[src/rtl/leaf_bridge_pkg.sv]
// Shared types and helpers for the leaf_interface <-> user core stream bridge.
package leaf_bridge_pkg;

  typedef enum logic [1:0] {
    ST_IDLE  = 2'd0,
    ST_RUN   = 2'd1,
    ST_DRAIN = 2'd2
  } bridge_state_t;

  // Ceiling log2, usable in constant expressions (parameters, port widths).
  function automatic int clog2(input int value);
    int r;
    r = 0;
    for (int i = 0; i < 31; i++) begin
      if ((1 << i) < value) r = i + 1;
    end
    return r;
  endfunction

endpackage

[src/rtl/leaf_stream_fifo.sv]
// Single-channel synchronous FIFO with valid/ready on both sides and no
// write-to-read bypass: a pushed word is visible on the cycle after the push.
module leaf_stream_fifo
  import leaf_bridge_pkg::*;
#(
  parameter int PAYLOAD_BITS = 32,
  parameter int FIFO_DEPTH   = 4
) (
  input  logic                    clk,
  input  logic                    resetn,
  input  logic [PAYLOAD_BITS-1:0] push_data,
  input  logic                    push_valid,
  output logic                    push_ready,
  output logic [PAYLOAD_BITS-1:0] pop_data,
  output logic                    pop_valid,
  input  logic                    pop_ready
);

  // Handshake: a word moves when valid and ready are both high in the same
  // cycle; the producer holds valid and data stable until that cycle.

  localparam int AW = clog2(FIFO_DEPTH);
  localparam logic [AW:0] FULL_COUNT = (AW + 1)'(FIFO_DEPTH);

  logic [PAYLOAD_BITS-1:0] mem [FIFO_DEPTH];
  logic [AW-1:0]           wr_ptr;
  logic [AW-1:0]           rd_ptr;
  logic [AW:0]             count;
  logic                    do_push;
  logic                    do_pop;

  // Ready stays low while in reset; a full FIFO refuses a push even if it pops.
  assign push_ready = resetn && (count != FULL_COUNT);
  assign pop_valid  = (count != '0);
  assign pop_data   = pop_valid ? mem[rd_ptr] : '0;
  assign do_push    = push_valid && push_ready;
  assign do_pop     = pop_valid && pop_ready;

  always_ff @(posedge clk or negedge resetn) begin
    if (!resetn) begin
      wr_ptr <= '0;
      rd_ptr <= '0;
      count  <= '0;
    end else begin
      if (do_push) wr_ptr <= wr_ptr + 1'b1;
      if (do_pop)  rd_ptr <= rd_ptr + 1'b1;
      case ({do_push, do_pop})
        2'b10:   count <= count + 1'b1;
        2'b01:   count <= count - 1'b1;
        default: count <= count;
      endcase
    end
  end

  always_ff @(posedge clk) begin
    if (do_push) mem[wr_ptr] <= push_data;
  end

endmodule

[src/rtl/leaf_stream_bridge.sv]
// Buffered bridge between the leaf_interface user side and a compute core,
// with run control (IDLE/RUN/DRAIN) that gates core reset and flushes output.
module leaf_stream_bridge
  import leaf_bridge_pkg::*;
#(
  parameter int PAYLOAD_BITS  = 32,
  parameter int NUM_IN_PORTS  = 1,
  parameter int NUM_OUT_PORTS = 2,
  parameter int FIFO_DEPTH    = 4,
  parameter int DRAIN_CYCLES  = 16
) (
  input  logic                                  clk,
  input  logic                                  resetn,
  input  logic                                  ap_start,
  output logic                                  core_resetn,
  output logic                                  busy,
  output logic                                  done,
  input  logic [NUM_IN_PORTS*PAYLOAD_BITS-1:0]  up_din,
  input  logic [NUM_IN_PORTS-1:0]               up_vld,
  output logic [NUM_IN_PORTS-1:0]               up_ack,
  output logic [NUM_IN_PORTS*PAYLOAD_BITS-1:0]  core_din,
  output logic [NUM_IN_PORTS-1:0]               core_val_in,
  input  logic [NUM_IN_PORTS-1:0]               core_ready_upward,
  input  logic [NUM_OUT_PORTS*PAYLOAD_BITS-1:0] core_dout,
  input  logic [NUM_OUT_PORTS-1:0]              core_val_out,
  output logic [NUM_OUT_PORTS-1:0]              core_ready_downward,
  output logic [NUM_OUT_PORTS*PAYLOAD_BITS-1:0] dn_dout,
  output logic [NUM_OUT_PORTS-1:0]              dn_vld,
  input  logic [NUM_OUT_PORTS-1:0]              dn_ack,
  output bridge_state_t                         state_dbg
);

  localparam int CW = clog2(DRAIN_CYCLES + 1);
  localparam logic [CW-1:0] LAST_IDLE = CW'(DRAIN_CYCLES - 1);

  bridge_state_t                state;
  logic [CW-1:0]                idle_cnt;
  logic                         in_run;
  logic                         active;
  logic                         quiet;
  logic [NUM_IN_PORTS-1:0]      up_pop_valid;
  logic [NUM_OUT_PORTS-1:0]     dn_push_ready;

  assign in_run      = (state == ST_RUN);
  assign active      = (state != ST_IDLE);
  assign core_resetn = active;
  assign busy        = active;
  assign state_dbg   = state;
  assign quiet       = (dn_vld == '0) && (core_val_out == '0);

  assign core_val_in         = up_pop_valid & {NUM_IN_PORTS{in_run}};
  assign core_ready_downward = dn_push_ready & {NUM_OUT_PORTS{active}};

  for (genvar i = 0; i < NUM_IN_PORTS; i++) begin : g_up
    leaf_stream_fifo #(
      .PAYLOAD_BITS(PAYLOAD_BITS),
      .FIFO_DEPTH  (FIFO_DEPTH)
    ) u_fifo (
      .clk       (clk),
      .resetn    (resetn),
      .push_data (up_din[i*PAYLOAD_BITS +: PAYLOAD_BITS]),
      .push_valid(up_vld[i]),
      .push_ready(up_ack[i]),
      .pop_data  (core_din[i*PAYLOAD_BITS +: PAYLOAD_BITS]),
      .pop_valid (up_pop_valid[i]),
      .pop_ready (core_ready_upward[i] && in_run)
    );
  end

  for (genvar j = 0; j < NUM_OUT_PORTS; j++) begin : g_dn
    leaf_stream_fifo #(
      .PAYLOAD_BITS(PAYLOAD_BITS),
      .FIFO_DEPTH  (FIFO_DEPTH)
    ) u_fifo (
      .clk       (clk),
      .resetn    (resetn),
      .push_data (core_dout[j*PAYLOAD_BITS +: PAYLOAD_BITS]),
      .push_valid(core_val_out[j] && active),
      .push_ready(dn_push_ready[j]),
      .pop_data  (dn_dout[j*PAYLOAD_BITS +: PAYLOAD_BITS]),
      .pop_valid (dn_vld[j]),
      .pop_ready (dn_ack[j])
    );
  end

  // The exit fires on the quiet cycle whose increment would make the counter
  // reach DRAIN_CYCLES, so done lands in the first IDLE cycle after it.
  always_ff @(posedge clk or negedge resetn) begin
    if (!resetn) begin
      state    <= ST_IDLE;
      idle_cnt <= '0;
      done     <= 1'b0;
    end else begin
      done <= 1'b0;
      case (state)
        ST_IDLE: begin
          if (ap_start) state <= ST_RUN;
        end
        ST_RUN: begin
          if (!ap_start) begin
            state    <= ST_DRAIN;
            idle_cnt <= '0;
          end
        end
        ST_DRAIN: begin
          if (ap_start) begin
            state    <= ST_RUN;
            idle_cnt <= '0;
          end else if (!quiet) begin
            idle_cnt <= '0;
          end else if (idle_cnt == LAST_IDLE) begin
            state    <= ST_IDLE;
            idle_cnt <= '0;
            done     <= 1'b1;
          end else begin
            idle_cnt <= idle_cnt + 1'b1;
          end
        end
        default: begin
          state    <= ST_IDLE;
          idle_cnt <= '0;
        end
      endcase
    end
  end

endmodule

[config.mk]
export PLATFORM = sky130hd
export DESIGN_NAME = leaf_stream_bridge
export DESIGN_NICKNAME = d
export VERILOG_FILES = /design/src/rtl/leaf_bridge_pkg.sv /design/src/rtl/leaf_stream_fifo.sv /design/src/rtl/leaf_stream_bridge.sv
export SDC_FILE = /design/constraint.sdc
export NUM_CORES = 1
export LEC_CHECK = 0
export CAP_MARGIN = 20
export CORE_MARGIN = 2
export CORE_UTILIZATION = 49
export CTS_CLUSTER_SIZE = 12
export DETAILED_ROUTE_END_ITERATION = 8
export PLACE_DENSITY_LB_ADDON = 0.08
export SYNTH_ARGS = -nofsm -noshare
export SYNTH_HDL_FRONTEND = slang
export SYNTH_SLANG_ARGS = --single-unit
export TNS_END_PERCENT = 100
[constraint.sdc]
create_clock -name clk -period 4.2 [get_ports clk]
set_input_delay 1.05 -clock clk [delete_from_list [all_inputs] [get_ports clk]]
set_output_delay 1.05 -clock clk [all_outputs]
set_load 0.02 [all_outputs]
# [After elaboration in Yosys (flattened, before gate mapping)]
# Memory sizes are Yosys's and may differ from the RTL's.
# Cells that the tools add are included.
[totals] reg_bits=29 in_bits=105 n_memories=3 wordCells=99 mem_bits_rw=384
[mem_list] name="g_dn[0].u_fifo.mem" words=4 word_bits=32 read_ports=1 rd_ports_with_merged_regs=0 write_ports=1 line="leaf_stream_fifo.sv:25" text="logic [PAYLOAD_BITS-1:0] mem [FIFO_DEPTH];"
[mem_list] name="g_dn[1].u_fifo.mem" words=4 word_bits=32 read_ports=1 rd_ports_with_merged_regs=0 write_ports=1 line="leaf_stream_fifo.sv:25"
[mem_list] name="g_up[0].u_fifo.mem" words=4 word_bits=32 read_ports=1 rd_ports_with_merged_regs=0 write_ports=1 line="leaf_stream_fifo.sv:25"
[op_classes] n_reduce_logical=25 eq_ne=16 bitwise_logic=3 muxes=27 n_addsub=13
[op_table] operator="$mux 32" count=3
[op_table] operator="$mux 5" count=4
[op_table] operator="$pmux 3 s2" count=3
[op_table] operator="$ne 3x3->1 const B" count=5
[op_table] operator="$pmux 5 s3" count=1
[op_table] operator="$logic_and 1x1->1" count=13
[op_table] operator="$add 2x1->2 const B" count=6
[op_table] operator="$mux 1" count=10
[op_table] operator="$mux 2" count=5
[op_table] operator="$add 3x1->3 const B" count=3
[op_table] operator="$reduce_bool 3->1" count=3
[op_table] operator="$sub 3x1->3 const B" count=3
[op_table] operator="$eq 2x1->1 const B" count=4
[op_table] operator="$eq 2x2->1 const B" count=4
[op_table] operator="$reduce_bool 2->1" count=4
[op_table] operator="$logic_not 2->1" count=3
[op_table] operator="$pmux 2 s3" count=1
[op_table] operator="$add 5x1->5 const B" count=1
[op_table] operator="$eq 5x4->1 const B" count=1
[op_table] operator="$ne 2x2->1 const B" count=2
[op_table] operator="$reduce_and 4->1" count=1
[op_table] operator="$and 2x2->2" count=1
[op_table] operator="$reduce_and 2->1" count=1
[op_table] operator="$and 1x1->1" count=1
[op_table] operator="$not 1->1" count=1

# [Depth between registers and ports, before layout]
[depth] depth_word=6 depth_mapped=10 ltp_nobuf=10

# [Cells and area by module]
# Synthesis repeated with hierarchy kept, for this count alone.
[unflattened] cells_unflattened=777 hier_area_um2=16404.5
[modules_own_cells] mod="leaf_stream_fifo" n_inst=3 area_per_inst_um2=5305.1 cells_per_inst=243 seq_area_each_um2=4018.9
[modules_own_cells] mod="leaf_stream_bridge" n_inst=1 area_per_inst_um2=489.2 cells_per_inst=48 seq_area_each_um2=200.2

# [Least setup slack after synthesis]
# No wires, ideal clock.
[synth_path] kind="input to register" start="in resetn" end="mem g_up[0].u_fifo.mem[0][0], enable pin" arrival_time_ns=2.518 cell_stages=3 slack_ns=1.290 setup_time_ns=0.392 path_buffers=0 cell_sequence="inv_1 -> a31oi_1 -> and3_1"
[synth_between] elab_chain_cells=4
[synth_rtl] item="start: declaration" line="leaf_stream_bridge.sv:13" text="input logic resetn,"
[synth_rtl] item="$logic_and 1x1->1" line="leaf_stream_fifo.sv:33" text="assign push_ready = resetn && (count != FULL_COUNT);"
[synth_rtl] item="named net up_ack" line="leaf_stream_bridge.sv:20" text="output logic [NUM_IN_PORTS-1:0] up_ack,"
[synth_rtl] item="$logic_and 1x1->1" line="leaf_stream_fifo.sv:36" text="assign do_push = push_valid && push_ready;"
[synth_rtl] item="$mux 1" line="leaf_stream_fifo.sv:56" text="if (do_push) mem[wr_ptr] <= push_data;"
[synth_rtl] item="$mux 1 (implied by the code)" line="leaf_stream_fifo.sv:56"
[synth_rtl] item="end: declaration" line="leaf_stream_fifo.sv:25"
# The timed path passes the listed nets, and every way through them passes these cells.

# [Worst setup path after layout]
[layout_path] start="in resetn" end="out core_ready_downward[0]"
[layout_between] elab_chain_cells=2
[layout_rtl] item="$logic_and 1x1->1" line="leaf_stream_fifo.sv:33"
[layout_rtl] item="$and 2x2->2" line="leaf_stream_bridge.sv:52" text="assign core_ready_downward = dn_push_ready & {NUM_OUT_PORTS{active}};"
[layout_rtl] item="end: declaration" line="leaf_stream_bridge.sv:26" text="output logic [NUM_OUT_PORTS-1:0] core_ready_downward,"
# No other way between the ends.

==> impl_metrics.csv <==
group,metric,value,unit
status,outcome,"finished clean",
logic_synthesis,synth_cell_type_count,40,
drt,routedWlPerCell,19.9,um
setup_path,crit_path_start,"resetn",
timing,finalClockSkew,0.00863,ns
final_layout,diodes,0,
drt,avgViaCountPerCell,5.20,
timing,slew_headroom,65.1,%
cts,postCtsHoldBufs,0,
floorplan,initial_core_util,49.7,%
power_and_ir_drop,ir_drop,0.000469,V
final_layout,drive_gt1_share,18.0,%
global_route,grt_max_degree,35,
place,port_buffers,211,
power_and_ir_drop,internal_power,9510,uW
power_and_ir_drop,power_leakage,0.00677,uW
cts,numCtsBuffers,43,
final_layout,areaGrowthSynthToFinish,24.5,%
power_and_ir_drop,pwr-share-clk,25.1,%
timing,slew_viol_final,0,
floorplan,pin_count,212,
timing,timing.fmax,0.264,GHz
cts,cts_root_buffer,"clkbuf_16",
power_and_ir_drop,combPwrFrac,37.2,%
setup_path,cpMostUsedCell,"clkdlybuf4s50_1",
timing,grt_setup_unrepaired,"false",
logic_synthesis,syn_nets,891,
power_and_ir_drop,cellPowerDensity,674,nW/um^2
setup_path,arrival,2.74,ns
logic_synthesis,synth_area,16200,um^2
setup_path,cp_top_family,"buffers and inverters",
floorplan,dieWidth,186,um
setup_path,slowest_stage,"clkdlybuf4s50_1",
cts,path_clk_slew,0.06,ns
floorplan,core.rowCount,66,
timing,setup_slack,0.412,ns
worst_hold_path,worstHoldStart,"g_dn[1].u_fifo.rd_ptr[1]",
setup_path,crit_buf_inv,2,
setup_path,r2r-start,"state_dbg[1]",
setup_path,rr_worst_depth,10,
power_and_ir_drop,finalPower,13600,uW
logic_synthesis,synth-edff-count,384,
logic_synthesis,ys_seq_elements,413,
setup_path,reg2reg_to,"g_dn[0].u_fifo.count[2]",
logic_synthesis,async_flop_share,7.02,%
timing,fin_setup_tns,0,ns
cts,cts_tree,"yes",
power_and_ir_drop,switching_share,29.9,%
place,place_congestion,0.713,
cts,htreeDepth,2,
setup_path,start_kind,"input port",
cts,cts_setup_buffers,0,
floorplan,fp.dieH,186,um
worst_hold_path,whs_path_depth,1,
cts,cts_buffer_depth,3,
logic_synthesis,synth-seq-area-share,75.8,%
final_layout,fillers,2406,
final_layout,final_cell_area,20100,um^2
floorplan,core_area,32500,um^2
final_layout,final_nets,1138,
place,placed_area,18900,um^2
power_and_ir_drop,power_frac_seq,37.6,%
timing,worst_pin_slew,0.523,ns
cts,ctsResizeCount,0,
worst_hold_path,min_path_type,"reg2reg",
place,hpwl,17400,um
setup_path,path_class,"in2out",
setup_path,cp-end-kind,"output port",
global_route,overflow,0,
cts,clkSinkCount,413,
drt,drc,0,
place,pre_cts_ws,0.366,ns
power_and_ir_drop,p_switching,4070,uW
global_route,grt_pass1_vias,8068,
drt,wl,29500,um
global_route,grtUsageTotal,17.4,%
setup_path,worstSetupPathDepth,4,
drt,ant_nets,0,
global_route,grt_pass1_wl,45100,um
drt,first_iter_violations,373,
setup_path,r2r_slack,1.81,ns
logic_synthesis,ys.flop_type,"edfxtp_1",
timing,hold_viol_final,0,
logic_synthesis,avgSynthCellArea,21.1,um^2
timing,setup_viol,0,
timing,period_minus_slack,3.79,ns
timing,period_share,90.2,%
logic_synthesis,yosysWarnings,0,
setup_path,worstPathRequired,3.15,ns
drt,drtPass1Iterations,4,
run,drv_cap,0,
drt,via_count,7717,
worst_hold_path,min_delay_worst_endpoint,"g_dn[1].u_fifo.rd_ptr[1]",
floorplan,dieArea,34500,um^2
setup_path,crit_fanout,6,
logic_synthesis,synth_cells,767,
cts,clk_latency,0.52,ns
setup_path,max_stage_delay,0.69,ns
global_route,grt_antenna_before_repair,1,
setup_path,path_cells,"clkdlybuf4s50_1 -> o21ai_1 -> a31oi_2 -> clkdlybuf4s50_1",
[registers in the layout, summed over array words and instances, names as in the netlist]
register            cells
g_up.u_fifo.rd_ptr      2
g_up.u_fifo.count       3
state_dbg               2
idle_cnt                5
g_dn.u_fifo.mem       256
g_dn.u_fifo.count       6
g_dn.u_fifo.wr_ptr      4
g_up.u_fifo.wr_ptr      2
g_up.u_fifo.mem       128
done                    1
g_dn.u_fifo.rd_ptr      4
[cell families after synthesis]
| kind of cell | after synthesis | share of synthesized area, % |
|---|---|---|
| fa+ha+maj | 19 | 1.61 |
| buf+inv | 57 | 1.79 |
| mux | 101 | 13.7 |
| simple gates | 144 | 5.48 |
| flops | 413 | 75.8 |
| compound gates | 15 | 0.681 |
| xor+xnor | 18 | 0.975 |
[power groups by stage]
stage | registers, uW | clock network (uW) | logic [uW]
floorplan | 5110 | 0 | 3210
global placement | 5190 | 0 | 5150
detailed placement | 5200 | 0 | 5160
CTS | 5120 | 3520 | 5180
global route | 5150 | 3680 | 5460
finish | 5110 | 3410 | 5060
[stage by stage]
stage          utilization [%]  cells  hold slack [ns]
6_report                  61.9   1483            0.471
5_1_grt                   61.9   1483            0.486
4_1_cts                   61.9   1483            0.476
3_5_place_dp              58.0   1411            0.467
3_3_place_gp              58.0   1411            0.462
2_1_floorplan                -    767            0.465
[final cells by class]
cell class | instances | area [um^2] | share of cell area [%]
multi-input cells | 297 | 3640 | 18.1
clock buffers | 60 | 1180 | 5.87
flip-flops and latches | 413 | 12300 | 60.9
repair buffers | 238 | 2350 | 11.7
clock inverters | 12 | 76.3 | 0.379
well taps | 442 | 553 | 2.75
inverters | 21 | 78.8 | 0.391
[worst max path at each step]
stage	to	slack [ns]
after CTS	core_ready_downward[0]	0.37
after detailed placement	core_ready_downward[0]	0.37
after global routing	core_ready_downward[0]	0.26
after floorplan	g_up[0].u_fifo.mem[0][0]	1.29
final	core_ready_downward[0]	0.41
after global placement	core_ready_downward[0]	0.39
[per-layer routing]
metal	vias to the layer above	global-route usage [%]	routed length [um]
met5	-	0	9
met1	3943	22.7	12400
li1	3525	-	-
met3	44	4.64	2010
met4	2	4.50	516
met2	203	29.3	14600
[cell usage in the layout, fill, tap and decap left out, types with 9 or more instances in the layout]
| cell | instances |
|---|---|
| buf_4 | 24 |
| and3_1 | 13 |
| nor2b_1 | 35 |
| edfxtp_1 | 384 |
| mux4_2 | 96 |
| ha_1 | 16 |
| dfrtp_1 | 26 |
| nor2_1 | 9 |
| inv_1 | 21 |
| clkdlybuf4s50_1 | 211 |
| xnor2_1 | 9 |
| xor2_1 | 9 |
| and2_1 | 70 |
| clkbuf_1 | 15 |
| clkbuf_16 | 45 |
[Yosys cell counts, drive strengths merged, types with 4 or more instances]
master / number / area (um^2)
and2: 70 / 438
and3: 13 / 81.3
buf: 23 / 161
clkbuf: 13 / 48.8
dfrtp: 29 / 726
edfxtp: 384 / 11500
ha: 16 / 200
inv: 21 / 78.8
mux2: 4 / 45.0
mux4: 96 / 2160
nand2: 4 / 15.0
nor2: 9 / 33.8
nor2b: 35 / 219
o21ai: 4 / 20.0
xnor2: 9 / 78.8
xor2: 9 / 78.8
(Power assumes the default switching activity.)
